**src/rtl/dmx4_deser_if.sv**
```systemverilog
`timescale 1ns/1ps
`default_nettype none
//------------------------------------------------------------------------------
// Module      : dmx4_deser_if
// Description : Bus bundle for the dmx4_deser 1:4 word deserializer.
//               Carries the input word stream (valid/ready), the assembled
//               4-lane output frame (valid/ready), and the lane select.
//               With DMX4_FLUSH_EN defined it also carries flush/out_mask.
//               master : the side that feeds words and consumes frames
//               slave  : the deserializer itself
// Ports       : in_valid, in_ready, d_in[W-1:0], out_valid, out_ready,
//               y0..y3[W-1:0], sel[1:0], flush, out_mask[3:0] (flush build)
// Revision    : 1.0 - initial release
//------------------------------------------------------------------------------
interface dmx4_deser_if #(
   parameter int W = 8
);
   logic         in_valid;
   logic         in_ready;
   logic [W-1:0] d_in;
   logic         out_valid;
   logic         out_ready;
   logic [W-1:0] y0;
   logic [W-1:0] y1;
   logic [W-1:0] y2;
   logic [W-1:0] y3;
   logic [1:0]   sel;
`ifdef DMX4_FLUSH_EN
   logic         flush;
   logic [3:0]   out_mask;

   modport master (
      output in_valid, d_in, out_ready, flush,
      input  in_ready, out_valid, y0, y1, y2, y3, sel, out_mask
   );
   modport slave (
      input  in_valid, d_in, out_ready, flush,
      output in_ready, out_valid, y0, y1, y2, y3, sel, out_mask
   );
`else
   modport master (
      output in_valid, d_in, out_ready,
      input  in_ready, out_valid, y0, y1, y2, y3, sel
   );
   modport slave (
      input  in_valid, d_in, out_ready,
      output in_ready, out_valid, y0, y1, y2, y3, sel
   );
`endif
endinterface
`default_nettype wire

```
**src/rtl/dmx4_deser.sv**
```systemverilog
`timescale 1ns/1ps
`default_nettype none
//------------------------------------------------------------------------------
// Module      : dmx4_deser
// Description : 1:4 word deserializer. Successive accepted words are written
//               to lanes y0..y3 under a rotating 2-bit select; once all four
//               lanes are written the frame is presented with out_valid.
//               A frame release and a new word may coincide (no bubble).
//               Optional feature macro: DMX4_FLUSH_EN (partial-frame flush
//               with out_mask reporting which lanes carry data).
// Ports       : clk      - rising-edge clock
//               reset_n  - asynchronous active-low reset
//               bus      - dmx4_deser_if.slave (word input, frame output, sel)
// Revision    : 1.0 - initial release
//------------------------------------------------------------------------------
module dmx4_deser #(
   parameter int W = 8
) (
   input  wire logic   clk,
   input  wire logic   reset_n,
   dmx4_deser_if.slave bus
);

   typedef enum logic {
      FILL = 1'b0,
      FULL = 1'b1
   } state_t;

   state_t       r_state;
   logic [1:0]   r_sel;
   logic [W-1:0] r_lane [4];
   logic         r_out_valid;
   logic         w_in_ready;
   logic         w_in_fire;

`ifdef DMX4_FLUSH_EN
   logic [3:0]   r_mask;
   logic [2:0]   w_fill;       // lanes written once this cycle's word lands
   logic [3:0]   w_fill_mask;

   assign w_fill = {1'b0, r_sel} + {2'b00, w_in_fire};

   always_comb begin
      w_fill_mask = 4'b0000;
      for (int i = 0; i < 4; i++) begin
         w_fill_mask[i] = (3'(i) < w_fill);
      end
   end
`endif

   // In FULL the frame slot frees up exactly when the consumer takes it,
   // so input readiness follows out_ready combinationally.
   assign w_in_ready = (r_state == FILL) ? 1'b1 : bus.out_ready;
   assign w_in_fire  = bus.in_valid & w_in_ready;

   always_ff @(posedge clk or negedge reset_n) begin
      if (!reset_n) begin
         r_state     <= FILL;
         r_sel       <= 2'd0;
         r_out_valid <= 1'b0;
         for (int i = 0; i < 4; i++) begin
            r_lane[i] <= '0;
         end
`ifdef DMX4_FLUSH_EN
         r_mask      <= 4'b0000;
`endif
      end else begin
         case (r_state)
            FILL: begin
               if (w_in_fire) begin
                  r_lane[r_sel] <= bus.d_in;
                  r_sel         <= r_sel + 2'd1;
`ifdef DMX4_FLUSH_EN
                  r_mask[r_sel] <= 1'b1;
`endif
                  if (r_sel == 2'd3) begin
                     r_state     <= FULL;
                     r_out_valid <= 1'b1;
                  end
               end
`ifdef DMX4_FLUSH_EN
               // Close a partial frame: any word arriving this cycle is
               // kept, lanes beyond it are zeroed. The later assignments
               // here deliberately override the accept path above.
               if (bus.flush && (r_sel != 2'd0)) begin
                  r_state     <= FULL;
                  r_out_valid <= 1'b1;
                  r_sel       <= 2'd0;
                  r_mask      <= w_fill_mask;
                  for (int i = 0; i < 4; i++) begin
                     if (!w_fill_mask[i]) begin
                        r_lane[i] <= '0;
                     end
                  end
               end
`endif
            end
            FULL: begin
               if (bus.out_ready) begin
                  r_state     <= FILL;
                  r_out_valid <= 1'b0;
                  if (bus.in_valid) begin
                     // Frame leaves and the next frame's first word lands
                     // in the same cycle.
                     r_lane[0] <= bus.d_in;
                     r_sel     <= 2'd1;
`ifdef DMX4_FLUSH_EN
                     r_mask    <= 4'b0001;
`endif
                  end else begin
                     r_sel     <= 2'd0;
`ifdef DMX4_FLUSH_EN
                     r_mask    <= 4'b0000;
`endif
                  end
               end
            end
            default: begin
               r_state <= FILL;
            end
         endcase
      end
   end

   assign bus.in_ready  = w_in_ready;
   assign bus.out_valid = r_out_valid;
   assign bus.sel       = r_sel;
   assign bus.y0        = r_lane[0];
   assign bus.y1        = r_lane[1];
   assign bus.y2        = r_lane[2];
   assign bus.y3        = r_lane[3];
`ifdef DMX4_FLUSH_EN
   assign bus.out_mask  = r_mask;
`endif

endmodule
`default_nettype wire

```
**src/flat_wrapper.sv**
```systemverilog
// flat-port wrapper written by rule: the top's interface ports become plain ports
module dmx4_deser_flat 
#(
   parameter int W = 8
)
  (clk, reset_n, bus_in_valid, bus_d_in, bus_out_ready, bus_in_ready, bus_out_valid, bus_y0, bus_y1, bus_y2, bus_y3, bus_sel);
  dmx4_deser_if #(.W(W)) bus_i ();
  input  wire logic clk;
  input  wire logic reset_n;
  input wire logic [$bits(bus_i.in_valid)-1:0] bus_in_valid;
  input wire logic [$bits(bus_i.d_in)-1:0] bus_d_in;
  input wire logic [$bits(bus_i.out_ready)-1:0] bus_out_ready;
  output wire logic [$bits(bus_i.in_ready)-1:0] bus_in_ready;
  output wire logic [$bits(bus_i.out_valid)-1:0] bus_out_valid;
  output wire logic [$bits(bus_i.y0)-1:0] bus_y0;
  output wire logic [$bits(bus_i.y1)-1:0] bus_y1;
  output wire logic [$bits(bus_i.y2)-1:0] bus_y2;
  output wire logic [$bits(bus_i.y3)-1:0] bus_y3;
  output wire logic [$bits(bus_i.sel)-1:0] bus_sel;
  assign bus_i.in_valid = bus_in_valid;
  assign bus_i.d_in = bus_d_in;
  assign bus_i.out_ready = bus_out_ready;
  assign bus_in_ready = bus_i.in_ready;
  assign bus_out_valid = bus_i.out_valid;
  assign bus_y0 = bus_i.y0;
  assign bus_y1 = bus_i.y1;
  assign bus_y2 = bus_i.y2;
  assign bus_y3 = bus_i.y3;
  assign bus_sel = bus_i.sel;
  dmx4_deser #(.W(W)) u_core (.clk(clk), .reset_n(reset_n), .bus(bus_i));
endmodule
```
**config.mk**
```make
export PLATFORM = sky130hd
export DESIGN_NAME = dmx4_deser_flat
export DESIGN_NICKNAME = d
export VERILOG_FILES = /design/src/rtl/dmx4_deser_if.sv /design/src/rtl/dmx4_deser.sv /design/src/flat_wrapper.sv
export SDC_FILE = /design/constraint.sdc
export NUM_CORES = 1
export LEC_CHECK = 0
export ABC_CLOCK_PERIOD_IN_PS = 2060
export CAP_MARGIN = 10
export CORE_ASPECT_RATIO = 1.75
export CORE_UTILIZATION = 44
export DETAILED_ROUTE_END_ITERATION = 10
export MAX_ROUTING_LAYER = met4
export PLACE_DENSITY = 0.77
export SLEW_MARGIN = 0
export SYNTH_ARGS = -nofsm -noshare
export SYNTH_HDL_FRONTEND = slang
export SYNTH_SLANG_ARGS = --single-unit
```
**constraint.sdc**
```tcl
create_clock -name clk -period 2.06 [get_ports clk]
set_clock_uncertainty 0.05 [all_clocks]
set_input_delay 0.618 -clock clk [delete_from_list [all_inputs] [get_ports clk]]
set_output_delay 0.618 -clock clk [all_outputs]
set_load 0.01 [all_outputs]
```
# Word level (Yosys, flattened, before mapping)
# Cells that the tools add are included.
word_totals:
  register_bits: 36
  out_inout_bits: 36
  in_bits: 12
classes:
  n_mux: 20
  reduce_logical: 5
  eq_ne: 5
  addsub: 1
  magnitude_cmp: 2
  bitwise_logic: 3
op_table:
  columns: ["op", "count"]
  rows:
  - ["$bwmux 32", 1]
  - ["$mux 32", 1]
  - ["$mux 8", 3]
  - ["$demux 8 s2", 1]
  - ["$pmux 8 s2", 1]
  - ["$mux 1", 8]
  - ["$ne 2x2->1 const B", 3]
  - ["$reduce_and 3->1", 2]
  - ["$mux 2", 2]
  - ["$pmux 1 s2", 2]
  - ["$pmux 2 s2", 1]
  - ["$reduce_and 2->1", 2]
  - ["$ge 3x3->1 const B", 1]
  - ["$lt 3x1->1 const B", 1]
  - ["$not 2->3", 1]
  - ["$add 2x1->2 const B", 1]
  - ["$eq 2x2->1 const B", 1]
  - ["$ne 2x1->1 const B", 1]
  - ["$and 1x1->1", 1]
  - ["$logic_and 1x1->1", 1]
  - ["$not 1->1", 1]

# Logic depth before layout (Yosys ltp)
logic_depth:
  depth_word: 8
  ltp_mapped: 5
  ltp_nobuf: 5

# Least setup slack after synthesis
# OpenSTA, ideal clock, no wires.
synth_timing:
  kind: "flip-flop to flip-flop"
  start: "register u_core.r_sel[0] (netlist: u_core.bus.sel[0])"
  end: "register u_core.r_lane, in the netlist u_core.bus.y0[0]"
  synth_period_minus_slack_ps: 1644
  t_required_ps: 1885
  stages_incl_launch_ff: 6
  n_path_buf: 0
  t_arrival_ps: 1469
  path_slack_ps: 416
  path_cell_list: "dfrtp_1 inv_1 ha_1 mux2_2 nand2_2 mux2_2"
synth_between:
  elab_chain_cells: 8
  elab_cells_between_ends: 9
  cone_classes: "order compare (2); mux (5); bitwise (1); reduce/logical (1)"
synth_rtl:
  columns: ["item", "line", "text"]
  rows:
  - ["from (decl)", "dmx4_deser.sv:30", "logic [1:0] r_sel;"]
  - ["from (signal assigned)", "dmx4_deser.sv:72", "r_sel <= r_sel + 2'd1;"]
  - ["$not 2->3 (implied by the code) (*)", "dmx4_deser.sv:71", "r_lane[r_sel] <= bus.d_in;"]
  - ["$ge 3x3->1 (implied by the code) or $lt 3x1->1 (tied branches)", "dmx4_deser.sv:71", null]
  - ["$logic_and 1x1->1 (implied by the code)", "dmx4_deser.sv:71", null]
  - ["$mux 8 (implied by the code)", "dmx4_deser.sv:71", null]
  - ["$demux 8 s2 (*)", "dmx4_deser.sv:71", null]
  - ["$bwmux 32 (*)", "dmx4_deser.sv:71", null]
  - ["$mux 32 (*)", "dmx4_deser.sv:70", "if (w_in_fire) begin"]
  - ["$pmux 8 s2 (*)", "dmx4_deser.sv:68", "case (r_state)"]
  - ["to (signal, indexed assignment)", "dmx4_deser.sv:71", null]
  - ["to (decl)", "dmx4_deser.sv:31", "logic [W-1:0] r_lane [4];"]
# Every way passes the cells marked *; elsewhere a longest branch is shown, timed or not. The select of a mux whose other input is x is not followed.
# A chain may end at the register's enable or synchronous reset.

# Final worst setup path
layout_timing:
  start: "input bus_out_ready"
  end: "output bus_in_ready"
layout_between:
  elab_chain_cells: 1
layout_rtl:
  columns: ["item", "line", "text"]
  rows:
  - ["from (decl)", "flat_wrapper.sv:12", "input wire logic [$bits(bus_i.out_ready)-1:0] bus_out_ready;"]
  - ["$mux 1", "dmx4_deser.sv:53", "assign w_in_ready = (r_state == FILL) ? 1'b1 : bus.out_ready;"]
  - ["to (decl)", "flat_wrapper.sv:13", "output wire logic [$bits(bus_i.in_ready)-1:0] bus_in_ready;"]
# Every way passes these cells.

==> results.sh <==
export IMPL_num_rows=27
export IMPL_crit_chain="clkdlybuf4s50_1 > nand2b_4 > buf_2"
export IMPL_synth_fa_ha_area_share_pct=3.47
export IMPL_required_ps=1390
export IMPL_yosys_top_cells_count="36 x dfrtp_1, 23 x mux2_2, 10 x mux2_1, 4 x ha_1"
export IMPL_final_util_pct=66.5
export IMPL_synth_compound_area_share_pct=1.82
export IMPL_fmax_mhz=493
export IMPL_syn_avg_cell_area_um2=16.0
export IMPL_syn_inst=90
export IMPL_status="finished clean"
export IMPL_ys_async_sr_fraction_pct=100
export IMPL_slowest_delay_ps=490
export IMPL_final_layout_size_suffix_gt1_share_pct=26.8
export IMPL_post_cts_buffers=0
export IMPL_setup_viol=0
export IMPL_fin_crit_sh_pct=98.5
export IMPL_ctsHoldBuffers=0
export IMPL_wl_per_cell_um=15.9
export IMPL_pre_cts_ws_ps=-348
export IMPL_first_iter_violations=12
export IMPL_overflow=0
export IMPL_yosys_area_share_simple_pct=4.34
export IMPL_antennaDiodeCount=0
export IMPL_hold_path_class="flip-flop to flip-flop"
export IMPL_yosysTopAreaCellShare_pct=62.4
export IMPL_die_area_um2=3520
export IMPL_num_vias=934
export IMPL_dieHeight_um=77.7
export IMPL_portBuffers=47
export IMPL_synth_cell_types=15
export IMPL_cap_viol_max_count=0
export IMPL_grt_antenna_before_repair=0
export IMPL_drcViolationCount=0
export IMPL_ys_ff_latch=36
export IMPL_core_um2=3140
export IMPL_grtUsageTotal_pct=20.4
export IMPL_gp_congestion=0.795
export IMPL_syn_nets=106
export IMPL_viasPerCell=4.86
export IMPL_peakVddDrop_mv=0.974
export IMPL_critPathKind="input pin to output pin"
export IMPL_yosysTopAreaCell="dfrtp_1"
export IMPL_cp_slowest_cell="clkdlybuf4s50_1"
export IMPL_finalCriticalPeriod_ps=2030
export IMPL_cts_htree_levels=2
export IMPL_ys_seq_area_share_pct=62.4
export IMPL_p_per_area_nw_per_um2=1620
export IMPL_cp_arrival_ps=1360
export IMPL_synthTopCellsByArea="dfrtp_1 62%, mux2_2 18%, mux2_1 7.8%"
export IMPL_cp_max_fo=2
export IMPL_clock_sinks=36
export IMPL_hpwl_um=2210
export IMPL_drt_first_pass_iters=4
export IMPL_clk_pin_slew_ps=60
export IMPL_critPathCaptureType="output pin"
export IMPL_initial_core_util_pct=45.9
export IMPL_io_pins=48
export IMPL_clk_latency_ps=280
export IMPL_clockRootBuffer="clkbuf_8"
export IMPL_yosys_warnings=0
export IMPL_synth_top_flop_cell="dfrtp_1"
export IMPL_yosys_area_share_xor_xnor_pct=0
export IMPL_hold_violations=0
export IMPL_cts_repair_resized=5
export IMPL_cts_tree="yes"
export IMPL_relSlewSlack_pct=70.1
export IMPL_tightestPinTransition_ps=448
export IMPL_cellLeakagePower_uw=0.000932
export IMPL_syn_area_um2=1440
export IMPL_yosysMostFrequentCell="dfrtp_1"
export IMPL_grt_pass1_vias=1010
export IMPL_grt_max_degree=37
export IMPL_worst_slack_ps=31.5
export IMPL_die_w_um=45.3
export IMPL_clockBufferDepth=2
export IMPL_synth_edff_count=0
export IMPL_numCtsBuffers=5
export IMPL_syn2layout_area_growth_pct=44.8
export IMPL_start_kind="input pin"
export IMPL_finalMaxSlewViolations=0
export IMPL_synth_top_family_by_area="multiplexers"
export IMPL_rsz0062_at_grt="false"
export IMPL_nets=164
export IMPL_drt_antenna_violating_nets=0
export IMPL_grt_pass1_wl_um=4830
export IMPL_totalWireLength_um=3060
export IMPL_synth_mux_area_share_pct=27.1
-- worst max-delay path, delay by kind of cell --
kind | cells | cell delay, ps
buffers and inverters | 2 | 610
and+or+nand+nor | 1 | 130
-- flip-flops by register name, summed over array words and instances (netlist names) --
register	cells
u_core.bus.out_valid	1
u_core.r_state	1
u_core.bus.y3	8
u_core.bus.y1	8
u_core.bus.y2	8
u_core.bus.sel	2
u_core.bus.y0	8
-- power breakdown --
part | switching (µW) | leakage, µW | internal [µW] | total [µW]
sequential | 230 | 0.000426 | 1070 | 1300
clock | 220 | 0.0000455 | 272 | 492
combinational | 608 | 0.000460 | 983 | 1590
total | 1060 | 0.000932 | 2330 | 3380
-- path summary, 6_finish.rpt --
path | slack, ps | cells past startpoint | from | to
max in group asynchronous | 940 | 2 | reset_n | u_core.bus.y0[1]
min | 450 | 1 | u_core.bus.y3[7] | u_core.bus.y3[7]
min in group asynchronous | 700 | 2 | reset_n | u_core.bus.y1[5]
max | 30 | 3 | bus_out_ready | bus_in_ready
min reg2reg | 450 | 1 | u_core.bus.y3[7] | u_core.bus.y3[7]
max reg2reg | 330 | 5 | u_core.bus.sel[0] | u_core.bus.y0[1]
-- per-stage QoR --
stage          area [µm²]  instances  setup TNS, ps  total power, µW  hold slack [ps]
3_3_place_gp         2000        184          -1180             2850              427
3_5_place_dp         2000        184          -1130             2920              435
4_1_cts              2090        192              0             3440              456
2_1_floorplan        1440         90              0             1990              272
6_report             2090        192              0             3380              448
5_1_grt              2090        192              0             3560              459
-- cell families after synthesis --
group                    Yosys count
AND/OR/NAND/NOR                    8
AO/OA/AOI/OAI                      4
flip-flops                        36
buffers and inverters              3
adder cells (fa/ha/maj)            4
multiplexers                      35
-- area by class of cell --
cell class | count | area [µm²]
Fill cell | 243 | 1050
Sequential cell | 36 | 901
Multi-Input combinational cell | 51 | 538
Timing Repair Buffer | 51 | 495
Clock buffer | 8 | 90.1
Tap cell | 43 | 53.8
Inverter | 3 | 11.3
-- cell usage in the layout (no fill, tap or decap), types with 3 or more instances in the layout --
cell | Yosys | layout
clkdlybuf4s50_1 | 0 | 46
ha_1 | 4 | 4
mux2_2 | 23 | 23
clkbuf_8 | 0 | 6
dfrtp_1 | 36 | 36
nand2_4 | 3 | 3
mux2_1 | 10 | 10
buf_4 | 0 | 4
inv_1 | 3 | 3
-- metal layers --
layer  routed length (µm)  up-vias  global-route usage (%)
li1                     -      432                       -
met1                 1110      472                    21.7
met2                 1750       24                    33.2
met3                  112        6                    4.88
met4                   91        0                    11.5
met5                    0        -                       -
No activity file was read; power rests on OpenSTA's default activity.
